==> config.mk <==
export PLATFORM = sky130hd
export DESIGN_NAME = lsu
export DESIGN_NICKNAME = d
export VERILOG_FILES = /design/src/rtl/lsu_pkg.sv /design/src/rtl/lsu_align.sv /design/src/rtl/lsu.sv
export SDC_FILE = /design/constraint.sdc
export NUM_CORES = 1
export LEC_CHECK = 0
export CAP_MARGIN = 30
export CORE_UTILIZATION = 44
export CTS_CLUSTER_SIZE = 28
export DETAILED_ROUTE_END_ITERATION = 7
export GPL_TIMING_DRIVEN = 0
export HOLD_SLACK_MARGIN = 0.1
export MAX_ROUTING_LAYER = met4
export PLACE_DENSITY = 0.81
export SETUP_SLACK_MARGIN = 0.2
export SLEW_MARGIN = 25
export SYNTH_ARGS = -nofsm -noshare
export SYNTH_HDL_FRONTEND = slang
export SYNTH_SLANG_ARGS = --single-unit
==> constraint.sdc <==
create_clock -name clk -period 3 [get_ports clk]
set_input_delay 0.3 -clock clk [delete_from_list [all_inputs] [get_ports clk]]
set_output_delay 0.3 -clock clk [all_outputs]
set_load 0.1 [all_outputs]
==> src/rtl/lsu_pkg.sv <==
// Shared types for the load/store unit: access sizes, FSM states and the alignment rule.
package lsu_pkg;

    typedef enum logic [1:0] {SZ_B = 2'b00, SZ_H = 2'b01, SZ_W = 2'b10} lsu_size_e;

    typedef enum {ST_IDLE, ST_BUSY, ST_RESP} lsu_state_e;

    // Size 2'b11 has no legal encoding and is folded into the misaligned path.
    function automatic logic lsu_misaligned(input logic [1:0] size, input logic [1:0] off);
        case (size)
            SZ_B:    return 1'b0;
            SZ_H:    return off[0];
            SZ_W:    return (off != 2'b00);
            default: return 1'b1;
        endcase
    endfunction

endpackage

==> src/rtl/lsu_align.sv <==
// Byte-lane steering for stores and lane selection plus sign/zero extension for loads.
module lsu_align
    import lsu_pkg::*;
(
    input  logic [1:0]  size_i,
    input  logic [1:0]  off_i,
    input  logic        uns_i,
    input  logic [31:0] wdata_i,
    input  logic [31:0] rdata_i,
    output logic [3:0]  be_o,
    output logic [31:0] wdata_o,
    output logic [31:0] rdata_o,
    output logic        misalign_o
);

    logic [7:0]  byte_lane;
    logic [15:0] half_lane;

    assign misalign_o = lsu_misaligned(size_i, off_i);

    always_comb begin
        byte_lane = rdata_i[7:0];
        case (off_i)
            2'd1:    byte_lane = rdata_i[15:8];
            2'd2:    byte_lane = rdata_i[23:16];
            2'd3:    byte_lane = rdata_i[31:24];
            default: byte_lane = rdata_i[7:0];
        endcase
        half_lane = off_i[1] ? rdata_i[31:16] : rdata_i[15:0];
    end

    always_comb begin
        be_o    = 4'b0000;
        wdata_o = 32'h0;
        rdata_o = 32'h0;
        case (size_i)
            SZ_B: begin
                case (off_i)
                    2'd1:    be_o = 4'b0010;
                    2'd2:    be_o = 4'b0100;
                    2'd3:    be_o = 4'b1000;
                    default: be_o = 4'b0001;
                endcase
                wdata_o = {4{wdata_i[7:0]}};
                rdata_o = uns_i ? {24'h0, byte_lane} : {{24{byte_lane[7]}}, byte_lane};
            end
            SZ_H: begin
                be_o    = off_i[1] ? 4'b1100 : 4'b0011;
                wdata_o = {2{wdata_i[15:0]}};
                rdata_o = uns_i ? {16'h0, half_lane} : {{16{half_lane[15]}}, half_lane};
            end
            SZ_W: begin
                be_o    = 4'b1111;
                wdata_o = wdata_i;
                rdata_o = rdata_i;
            end
            default: ;
        endcase
    end

endmodule

==> src/rtl/lsu.sv <==
// Load/store unit: single-outstanding req/ack bus FSM with misalignment and timeout reporting.
module lsu
    import lsu_pkg::*;
#(
    parameter int TIMEOUT = 16
) (
    input  logic        clk,
    input  logic        rst_n,
    input  logic        req_valid,
    output logic        req_ready,
    input  logic        req_we,
    input  logic [1:0]  req_size,
    input  logic        req_unsigned,
    input  logic [31:0] addr,
    input  logic [31:0] wdata,
    output logic        resp_valid,
    output logic [31:0] resp_rdata,
    output logic        resp_misalign,
    output logic        resp_buserr,
    output logic        mem_req,
    output logic        mem_we,
    output logic [31:0] mem_addr,
    output logic [3:0]  mem_be,
    output logic [31:0] mem_wdata,
    input  logic        mem_ack,
    input  logic [31:0] mem_rdata
);

    localparam int CNT_W = (TIMEOUT > 1) ? $clog2(TIMEOUT) : 1;

    lsu_state_e  state_q;
    logic [CNT_W-1:0] cnt_q;
    logic        req_ready_q, resp_valid_q, resp_misalign_q, resp_buserr_q;
    logic [31:0] resp_rdata_q;
    logic        mem_req_q, mem_we_q;
    logic [31:0] mem_addr_q, mem_wdata_q;
    logic [3:0]  mem_be_q;

    logic [1:0]  size_q, off_q;
    logic        uns_q;

    logic        idle;
    logic [1:0]  sel_size, sel_off;
    logic        sel_uns;
    logic [3:0]  al_be;
    logic [31:0] al_wdata, al_rdata;
    logic        al_misalign;

    // In IDLE the aligner sees the incoming request; afterwards it sees the latched one.
    assign idle     = (state_q == ST_IDLE);
    assign sel_size = idle ? req_size     : size_q;
    assign sel_off  = idle ? addr[1:0]    : off_q;
    assign sel_uns  = idle ? req_unsigned : uns_q;

    lsu_align u_align (
        .size_i     (sel_size),
        .off_i      (sel_off),
        .uns_i      (sel_uns),
        .wdata_i    (wdata),
        .rdata_i    (mem_rdata),
        .be_o       (al_be),
        .wdata_o    (al_wdata),
        .rdata_o    (al_rdata),
        .misalign_o (al_misalign)
    );

    always_ff @(posedge clk) begin
        if (idle && req_valid) begin
            size_q <= req_size;
            off_q  <= addr[1:0];
            uns_q  <= req_unsigned;
        end
    end

    always_ff @(posedge clk or negedge rst_n) begin
        if (!rst_n) begin
            state_q         <= ST_IDLE;
            cnt_q           <= '0;
            req_ready_q     <= 1'b1;
            resp_valid_q    <= 1'b0;
            resp_rdata_q    <= 32'h0;
            resp_misalign_q <= 1'b0;
            resp_buserr_q   <= 1'b0;
            mem_req_q       <= 1'b0;
            mem_we_q        <= 1'b0;
            mem_addr_q      <= 32'h0;
            mem_be_q        <= 4'h0;
            mem_wdata_q     <= 32'h0;
        end else begin
            case (state_q)
                ST_IDLE: begin
                    if (req_valid) begin
                        req_ready_q <= 1'b0;
                        if (al_misalign) begin
                            state_q         <= ST_RESP;
                            resp_valid_q    <= 1'b1;
                            resp_misalign_q <= 1'b1;
                        end else begin
                            state_q     <= ST_BUSY;
                            cnt_q       <= '0;
                            mem_req_q   <= 1'b1;
                            mem_we_q    <= req_we;
                            mem_addr_q  <= {addr[31:2], 2'b00};
                            mem_be_q    <= al_be;
                            mem_wdata_q <= al_wdata;
                        end
                    end
                end
                ST_BUSY: begin
                    // Ack takes priority over a timeout landing on the same edge.
                    if (mem_ack || (cnt_q == CNT_W'(TIMEOUT - 1))) begin
                        state_q       <= ST_RESP;
                        resp_valid_q  <= 1'b1;
                        resp_buserr_q <= !mem_ack;
                        resp_rdata_q  <= (mem_ack && !mem_we_q) ? al_rdata : 32'h0;
                        mem_req_q     <= 1'b0;
                        mem_we_q      <= 1'b0;
                        mem_addr_q    <= 32'h0;
                        mem_be_q      <= 4'h0;
                        mem_wdata_q   <= 32'h0;
                    end else begin
                        cnt_q <= cnt_q + CNT_W'(1);
                    end
                end
                ST_RESP: begin
                    state_q         <= ST_IDLE;
                    req_ready_q     <= 1'b1;
                    resp_valid_q    <= 1'b0;
                    resp_rdata_q    <= 32'h0;
                    resp_misalign_q <= 1'b0;
                    resp_buserr_q   <= 1'b0;
                end
                default: state_q <= ST_IDLE;
            endcase
        end
    end

    assign req_ready     = req_ready_q;
    assign resp_valid    = resp_valid_q;
    assign resp_rdata    = resp_rdata_q;
    assign resp_misalign = resp_misalign_q;
    assign resp_buserr   = resp_buserr_q;
    assign mem_req       = mem_req_q;
    assign mem_we        = mem_we_q;
    assign mem_addr      = mem_addr_q;
    assign mem_be        = mem_be_q;
    assign mem_wdata     = mem_wdata_q;

endmodule

==> results of run 1 <==
[repair_timing]
action,in CTS,in global routing
hold buffers,1,0
resized for setup,0,3
setup endpoints to repair,0,74
hold endpoints to repair,45,0
[state kept, by name, summed over array words and instances (netlist names), 2 cells and up]
signal,flops
mem_wdata,32
resp_rdata,32
mem_addr,30
cnt_q,4
mem_be,4
off_q,2
size_q,2
state_q,2
[metal layers]
metal / track usage (%) / up-vias / share of wire [%]
met5: - / - / 0
met1: 37.0 / 2513 / 39
met2: 48.9 / 337 / 47
met3: 8.44 / 50 / 9.9
met4: 14.5 / 0 / 3.4
li1: - / 2217 / -
[layout by cell type, fill, tap and decap left out, drive strengths merged, types with 3 or more instances in the layout]
cell | netlist | routed
ha | 4 | 4
buf | 18 | 22
nand2 | 18 | 18
nand2b | 7 | 7
nor2 | 12 | 12
nor2b | 3 | 3
a21oi | 23 | 23
a222oi | 10 | 10
clkinvlp | 0 | 5
nand3b | 3 | 3
o2bb2ai | 19 | 19
clkbuf | 16 | 35
a221o | 16 | 16
edfxtp | 5 | 5
o21ai | 24 | 24
clkdlybuf4s50 | 0 | 206
nor3 | 4 | 4
clkinv | 1 | 7
a22o | 48 | 48
a32oi | 8 | 8
o31ai | 5 | 5
a22oi | 16 | 16
mux2i | 21 | 21
a221oi | 3 | 3
inv | 7 | 9
a2bb2oi | 8 | 8
a21o | 3 | 3
dfrtp | 109 | 109
mux2 | 3 | 3
[stage by stage]
step	TNS (ns)	util (%)	hold WS [ns]
5_1_grt	0	71.4	0.448
6_report	0	71.4	0.400
2_1_floorplan	0	-	0.00441
4_1_cts	0	71.3	0.397
3_3_place_gp	-263.64	65.4	0.459
3_5_place_dp	0	66.1	0.260
[layout make-up]
class / instances / area, um2
Fill cell: 788 / 3310
Sequential cell: 115 / 2900
Multi-Input combinational cell: 285 / 2220
Timing Repair Buffer: 212 / 2170
Clock buffer: 18 / 450
Tap cell: 143 / 179
Buffer: 34 / 174
Clock inverter: 14 / 130
Inverter: 8 / 30.0
[kinds of logic after synthesis]
group / synth area share, %
AO/OA/AOI/OAI: 29.1
flip-flops: 54.8
adder cells (fa/ha/maj): 0.944
AND/OR/NAND/NOR: 5.69
other: 0.0707
XOR/XNOR: 0.661
multiplexers: 4.91
buffers and inverters: 3.85
[how the worst max path moves through the flow]
| stage | slack (ns) | startpoint | end | cells past startpoint |
|---|---|---|---|---|
| floorplan | 0.72 | state_q[0] | resp_rdata[21] | 9 |
| global placement | -2.41 | rst_n | mem_addr[24] | 1 |
| detailed placement | 0.26 | req_size[0] | mem_wdata[19] | 9 |
| CTS | 0.28 | state_q[0] | resp_rdata[5] | 8 |
| global route | 0.23 | state_q[0] | mem_wdata[18] | 10 |
| finish | 0.29 | state_q[0] | resp_rdata[5] | 8 |
[worst max-delay path, delay by kind of cell (launching register included)]
family          cells  cell delay [ns]
flops               1             0.40
mux                 2             0.79
fa+ha+maj           1             0.31
compound gates      2             0.42
buf+inv             3             0.64
==> impl_metrics.csv, run 1 <==
group,metric,value,unit
route,drc_errors,21,
synth,synth_commonest_cells,"dfrtp_1 (109), a22o_1 (48), o21ai_0 (22), a21oi_1 (21), mux2i_1 (20)",
cts,clock_latency,0.43,ns
synth,synth_most_common_cell,"dfrtp_1",
outcome,failed_checks,"design-rule violations",
synth,synth-seq-cells,115,
cts,clock-root-buffer,"clkbuf_16",
sta,fin_crit_sh,90.4,%
layout,drive_gt1_share,10.5,%
cts,cts_tree,"done",
synth,postSynth.asyncResetShare,95.7,%
global_route,grt_usage,31.0,%
min_path,hold_path_class,"in -> async",
cts,clkTransAtPathRegs,0.06,ns
route,num_vias,5117,
synth,ys.flop_type,"dfrtp_1",
sta,finalClockSkew,0.0213,ns
floorplanning,coreArea,0.0116,mm2
global_route,grt_pass1_wl,28.8,mm
cts,htreeDepth,4,
floorplanning,die_h,112,um
global_route,grt_max_degree,66,
synth,yosysUniqueCellTypes,60,
synth,synth_area_leaders,"dfrtp_1 (51%), a22o_1 (7.9%), mux2i_1 (3.8%)",
global_route,antenna_found_initial,0,
synth,syn_inst,441,
sta,worst_slew_pin_slew,1.02,ns
cts,cts_sinks,115,
route,final_antenna_net_count,0,
sta,setup_viol,0,
setup_path,slowest_delay,0.42,ns
placed_design,dp.cells,795,
setup_path,path_class,"reg -> reg",
floorplanning,die_x,112,um
layout,syn2layout_area_growth,55.7,%
setup_path,critical_path.cell_chain,"inv_1 -> ha_1 -> buf_6 -> mux2i_2 -> buf_2 -> mux2i_1 -> a2bb2oi_1 -> o21ai_0",
sta,fin_ws,0.288,ns
cts,cts_buffer_depth,2,
synth,ys_warn_count,0,
floorplanning,num_io_pins,210,
route,first_iter_violations,467,
cts,cts_buffers,17,
layout,fin_cells,829,
placed_design,gp_congestion,0.867,
route,dr.pass1.iters,8,
synth,yosys.area.top_type,"dfrtp_1",
job,timing.max_cap.violations,0,
layout,postLayoutCellArea,0.00826,mm2
placed_design,dp_slack,0.264,ns
setup_path,cp.required,3.29,ns
synth,syn_area,0.00530,mm2
sta,period_minus_slack,2.71,ns
route,wl_per_cell,22.1,um
sta,clock.fmax,369,MHz
synth,synth-seq-area-share,54.8,%
setup_path,cp-start-kind,"flop",
global_route,grt_pass1_vias,5296,
placed_design,io_buffers,207,
setup_path,r2r-start,"state_q[0]",
global_route,grt_overflow,0,
setup_path,crit_slowest_cell,"mux2i_2",
setup_path,worstPathMaxFanout,10,
outcome,status,"finished with violations",
sta,rsz0062_at_grt,"false",
route,via_per_inst,6.17,
placed_design,post-dp-hpwl,12.8,mm
placed_design,place_area,0.00765,mm2
route,drt-total-wl,18.3,mm
setup_path,r2r_end,"resp_rdata[5]",
layout,antenna_cells,0,
setup_path,cp-end-kind,"flop",
setup_path,cp_data_arrival_time,3.00,ns
synth,synth_top_area_share,51.4,%
sta,final-hold-violation-count,0,
floorplanning,dieArea,0.0125,mm2
synth,synth_edf_count,5,
floorplanning,rows,39,
setup_path,ff2ff_path_depth,8,
synth,postSynthAreaPerCell,12.0,um2
cts,post_cts_buffers,0,
floorplanning,start_util,45.9,%
sta,maxSlewViolCount,0,
setup_path,r2r_setup_slack,0.29,ns
sta,max-slew-margin-rel,31.5,%
layout,layout.nets,781,
Power of run 1 is left out: the tool's default activity adds up to more than one toggle a clock period on the data nets, which glitch-free logic cannot reach.
==> run 2: changes to the inputs <==
- CORE_UTILIZATION: 44 -> 45
- CTS_BUF_LIST: unset -> sky130_fd_sc_hd__clkbuf_8
- CTS_CLUSTER_DIAMETER: unset -> 50
- PLACE_DENSITY: 0.81 -> 0.83
==> run 2 against run 1 <==
Hold slack lost 0.011 ns. Routed wire length shrank 5.8%. Die area shrank 2.2%. Critical endpoint is now resp_rdata[4]. The flow still finishes with violations (design-rule violations). Register-to-register slack gained 0.11 ns. Critical path depth is the same. Clock skew shrank 0.016 ns. Largest cell class unchanged.
==> impl_metrics.csv, run 2 (synthesis results as in run 1) <==
group,metric,value,unit
cts,clock_latency,0.44,ns
sta,finalClockSkew,0.00579,ns
sta,maxSlewViolCount,0,
cts,cts_tree,"done",
floorplanning,start_util,46.3,%
setup_path,worstPathMaxFanout,10,
sta,period_minus_slack,2.61,ns
sta,max-slew-margin-rel,30.7,%
setup_path,cp_data_arrival_time,2.91,ns
setup_path,cp-end-kind,"flop",
job,timing.max_cap.violations,0,
sta,final-hold-violation-count,0,
setup_path,cp-start-kind,"flop",
layout,postLayoutCellArea,0.00797,mm2
cts,cts_sinks,115,
min_path,hold_path_class,"in -> async",
route,via_per_inst,6.00,
global_route,antenna_found_initial,1,
route,dr.pass1.iters,8,
layout,final_cell_mix,"clkdlybuf4s50_1 (206), dfrtp_1 (109), a22o_1 (48), o21ai_0 (22), clkbuf_8 (22)",
cts,clock-root-buffer,"clkbuf_8",
route,final_antenna_net_count,0,
outcome,status,"finished with violations",
placed_design,gp_congestion,0.890,
layout,final_common_cell,"clkdlybuf4s50_1",
route,drt-total-wl,17.3,mm
cts,clkTransAtPathRegs,0.06,ns
setup_path,path_class,"reg -> reg",
global_route,grt_pass1_vias,5193,
route,num_vias,4942,
sta,clock.fmax,384,MHz
setup_path,cp.required,3.30,ns
placed_design,io_buffers,207,
sta,fin_crit_sh,86.9,%
sta,rsz0062_at_grt,"false",
global_route,grt_max_degree,59,
route,first_iter_violations,396,
global_route,grt_usage,30.2,%
sta,setup_viol,0,
placed_design,place_area,0.00759,mm2
layout,syn2layout_area_growth,50.2,%
cts,cts_buffers,17,
cts,htreeDepth,4,
cts,cts_buffer_depth,2,
floorplanning,num_io_pins,210,
layout,fillers,826,
route,drc_errors,2,
floorplanning,dieArea,0.0122,mm2
global_route,grt_pass1_wl,28.2,mm
sta,worst_slew_pin_slew,1.04,ns
cts,post_cts_buffers,0,
layout,layout.nets,778,
outcome,failed_checks,"design-rule violations",
global_route,grt_overflow,0,
placed_design,post-dp-hpwl,12.9,mm
route,wl_per_cell,21.0,um
floorplanning,die_x,111,um
floorplanning,coreArea,0.0115,mm2
floorplanning,die_h,111,um
floorplanning,rows,39,
layout,drive_gt1_share,9.71,%
-- run 2: changes by cell type in the layout (fill, tap and decap cells not counted), sizes merged --
cell and delta:
clkbuf +3, bufinv -1, clkinvlp -4, clkinv -2, buf -2, diode +1
-- run 2: final cells by class --
class	instances	area [um2]	area share (%)
inverter	8	30.0	0.377
buffer	34	175	2.20
antenna	1	2.50	0.0314
tap	143	179	2.25
multi-input combinational	285	2230	28.0
clock inverter	7	35.0	0.440
clock buffer	22	303	3.80
sequential	115	2900	36.5
timing repair buffer	209	2110	26.5
-- run 2: what timing repair did --
| action | 4_1_cts | 5_1_grt |
|---|---|---|
| resized for setup | 0 | 5 |
| hold buffers | 1 | 0 |
| endpoints found under the hold margin | 52 | 0 |
| endpoints found under the setup margin | 0 | 62 |
-- run 2: stage by stage --
step	worst slack, ns	utilization (%)	setup TNS (ns)	hold slack [ns]	std cells
floorplan	0.716	-	0	0.00441	442
global placement	-2.40	65.9	-262.00	0.460	792
detailed placement	0.293	66.2	0	0.289	793
CTS	0.337	69.3	0	0.384	823
global route	0.200	69.5	0	0.420	824
finish	0.394	69.5	0	0.389	824
-- run 2: critical path, cell delays in order (launching register included) --
cell and delay [ns]:
dfrtp_1 0.39, inv_1 0.09, ha_1 0.32, buf_6 0.19
mux2i_2 0.39, buf_2 0.37, mux2i_1 0.37, a2bb2oi_1 0.23
o21ai_0 0.11
-- run 2: final timing paths --
path / from / end / slack, ns / cells after the start
setup / recovery: state_q[0] / resp_rdata[4] / 0.39 / 8
hold / removal: rst_n / mem_wdata[4] / 0.39 / 2
setup reg to reg: state_q[0] / resp_rdata[4] / 0.39 / 8
hold reg to reg: mem_req / mem_req / 0.48 / 1
max in group asynchronous: rst_n / req_ready / 1.90 / 3
min in group clk: req_size[0] / size_q[0] / 0.44 / 1
-- run 2: routing by layer --
layer	up-vias	track usage [%]	wire length [um]
met4	0	10.8	363
met3	33	8.45	1560
met5	-	-	0
met2	296	46.3	8180
met1	2414	38.3	7180
li1	2199	-	-
Power of run 2 is left out for the same reason.
==> run 3: changes to the inputs <==
- PLACE_DENSITY: 0.83 -> unset
- PLACE_DENSITY_LB_ADDON: unset -> 0.05
==> run 3 against run 2 <==
The run now ends clean. Worst setup slack better by 0.029 ns. Final cell count is 0.36% higher. Count of clock-buffer cells in the layout is 5 lower. Critical path depth is 2 higher. Maximum frequency is 1.1% higher. Via count is 1.5% lower. Hold slack better by 0.016 ns.
==> impl_metrics.csv, run 3 (synthesis results as in run 1) <==
group,metric,value,unit
outcome,status,"finished, final reports clean",
cts,htreeDepth,4,
sta,finalSetupTns,0,ns
setup_path,cp-end-kind,"flop",
floorplanning,coreArea,0.0115,mm2
global_route,grt_pass1_wl,26.0,mm
global_route,grt_usage,27.8,%
layout,syn2layout_area_growth,51.4,%
floorplanning,start_util,46.3,%
floorplanning,dieArea,0.0122,mm2
setup_path,cp_data_arrival_time,2.94,ns
cts,cts_buffers,17,
setup_path,critical_path.cell_chain,"inv_1 -> ha_1 -> buf_6 -> buf_2 -> nand3b_1 -> o21ai_0 -> nand2_1 -> a21oi_4 -> buf_6 -> a221o_1",
sta,final-hold-violation-count,0,
floorplanning,die_x,111,um
floorplanning,die_h,111,um
setup_path,ff2ff_path_depth,10,
placed_design,post-dp-hpwl,11.9,mm
route,drc_errors,0,
sta,setup_viol,0,
layout,fillers,876,
route,first_iter_violations,312,
setup_path,crit_family,"compound AO/OA/AOI/OAI gates",
cts,clock_latency,0.43,ns
sta,rsz0062_at_grt,"false",
layout,utilization,70.0,%
setup_path,slowest_delay,0.41,ns
setup_path,cp.required,3.36,ns
sta,finalClockSkew,0.0107,ns
setup_path,r2r-start,"state_q[0]",
sta,worst_slew_pin_slew,1.03,ns
layout,antenna_cells,0,
route,num_vias,4866,
floorplanning,num_io_pins,210,
floorplanning,rows,39,
global_route,grt_pass1_vias,4926,
setup_path,r2r_setup_slack,0.42,ns
placed_design,io_buffers,207,
layout,final_common_cell,"clkdlybuf4s50_1",
sta,period_minus_slack,2.58,ns
setup_path,crit_slowest_cell,"dfrtp_1",
setup_path,cp_num_cells,10,
cts,clock-root-buffer,"clkbuf_8",
sta,clock.fmax,388,MHz
sta,timing.hold.ws,0.405,ns
global_route,grt_max_degree,62,
cts,cts_buffer_depth,2,
global_route,antenna_found_initial,0,
setup_path,worstPathMaxFanout,10,
sta,max-slew-margin-rel,31.1,%
route,wl_met2,7.66,mm
layout,layout.nets,779,
cts,cts_sinks,115,
min_path,hold_path_class,"in -> async",
cts,clkTransAtPathRegs,0.07,ns
route,wl_met1,7.24,mm
global_route,grt_overflow,0,
route,via_per_inst,5.88,
route,drt-total-wl,16.3,mm
cts,post_cts_buffers,0,
cts,cts_tree,"done",
sta,fin_crit_sh,85.9,%
route,wl_per_cell,19.7,um
layout,seq_area,0.00290,mm2
placed_design,gp_congestion,0.854,
setup_path,critPathBufInv,4,
route,dr.pass1.iters,5,
layout,multi_input_area,0.00222,mm2
setup_path,cp-start-kind,"flop",
route,top_layer,"met4",
setup_path,path_class,"reg -> reg",
route,wl_met3,1.09,mm
setup_path,startpoint,"state_q[0]",
sta,maxSlewViolCount,0,
job,timing.max_cap.violations,0,
layout,final_cell_mix,"clkdlybuf4s50_1 (206), dfrtp_1 (109), a22o_1 (48), o21ai_0 (22), a21oi_1 (21)",
route,final_antenna_net_count,0,
setup_path,critical_path.most_common_cell,"buf_6",
layout,drive_gt1_share,9.50,%
## run 3: repair_timing
item	4_1_cts	5_1_grt
endpoints found under the hold margin	48	0
pin swaps	0	0
hold buffers	1	0
gates resized for setup	1	2
gates cloned	0	0
setup endpoints to repair	2	11
## run 3: path summary, 6_finish.rpt
kind,end
min in group clk,mem_addr[13]
worst max register to register,resp_rdata[21]
worst min register to register,resp_buserr
worst max-delay path,resp_rdata[21]
worst min-delay path,mem_wdata[2]
max in group asynchronous,cnt_q[1]
## run 3: metrics by stage
step	cell area [um2]	cells	worst slack, ns
2_1_floorplan	5310	442	0.716
3_3_place_gp	7560	792	-2.56
3_5_place_dp	7600	794	0.210
4_1_cts	8020	827	0.351
5_1_grt	8030	827	0.206
6_report	8030	827	0.423
## run 3: layer usage
metal  up-vias  global-route usage [%]
li1       2203                       -
met3        20                    6.15
met5         -                       -
met1      2407                    36.7
met2       236                    42.2
met4         0                    10.0
## run 3: worst reg2reg max path: stages, from the launching register on
cell      delay (ns)
dfrtp_1         0.41
inv_1           0.09
ha_1            0.31
buf_6           0.19
buf_2           0.23
nand3b_1        0.09
o21ai_0         0.36
nand2_1         0.22
a21oi_4         0.31
buf_6           0.19
a221o_1         0.12
## run 3: layout make-up
type / count / share of cell area, %
inverter: 8 / 0.374
clock buffer: 17 / 2.91
sequential: 115 / 36.2
multi-input combinational: 285 / 27.6
tap: 143 / 2.23
buffer: 34 / 2.17
clock inverter: 15 / 2.17
timing repair buffer: 210 / 26.3
Power of run 3 is left out for the same reason.
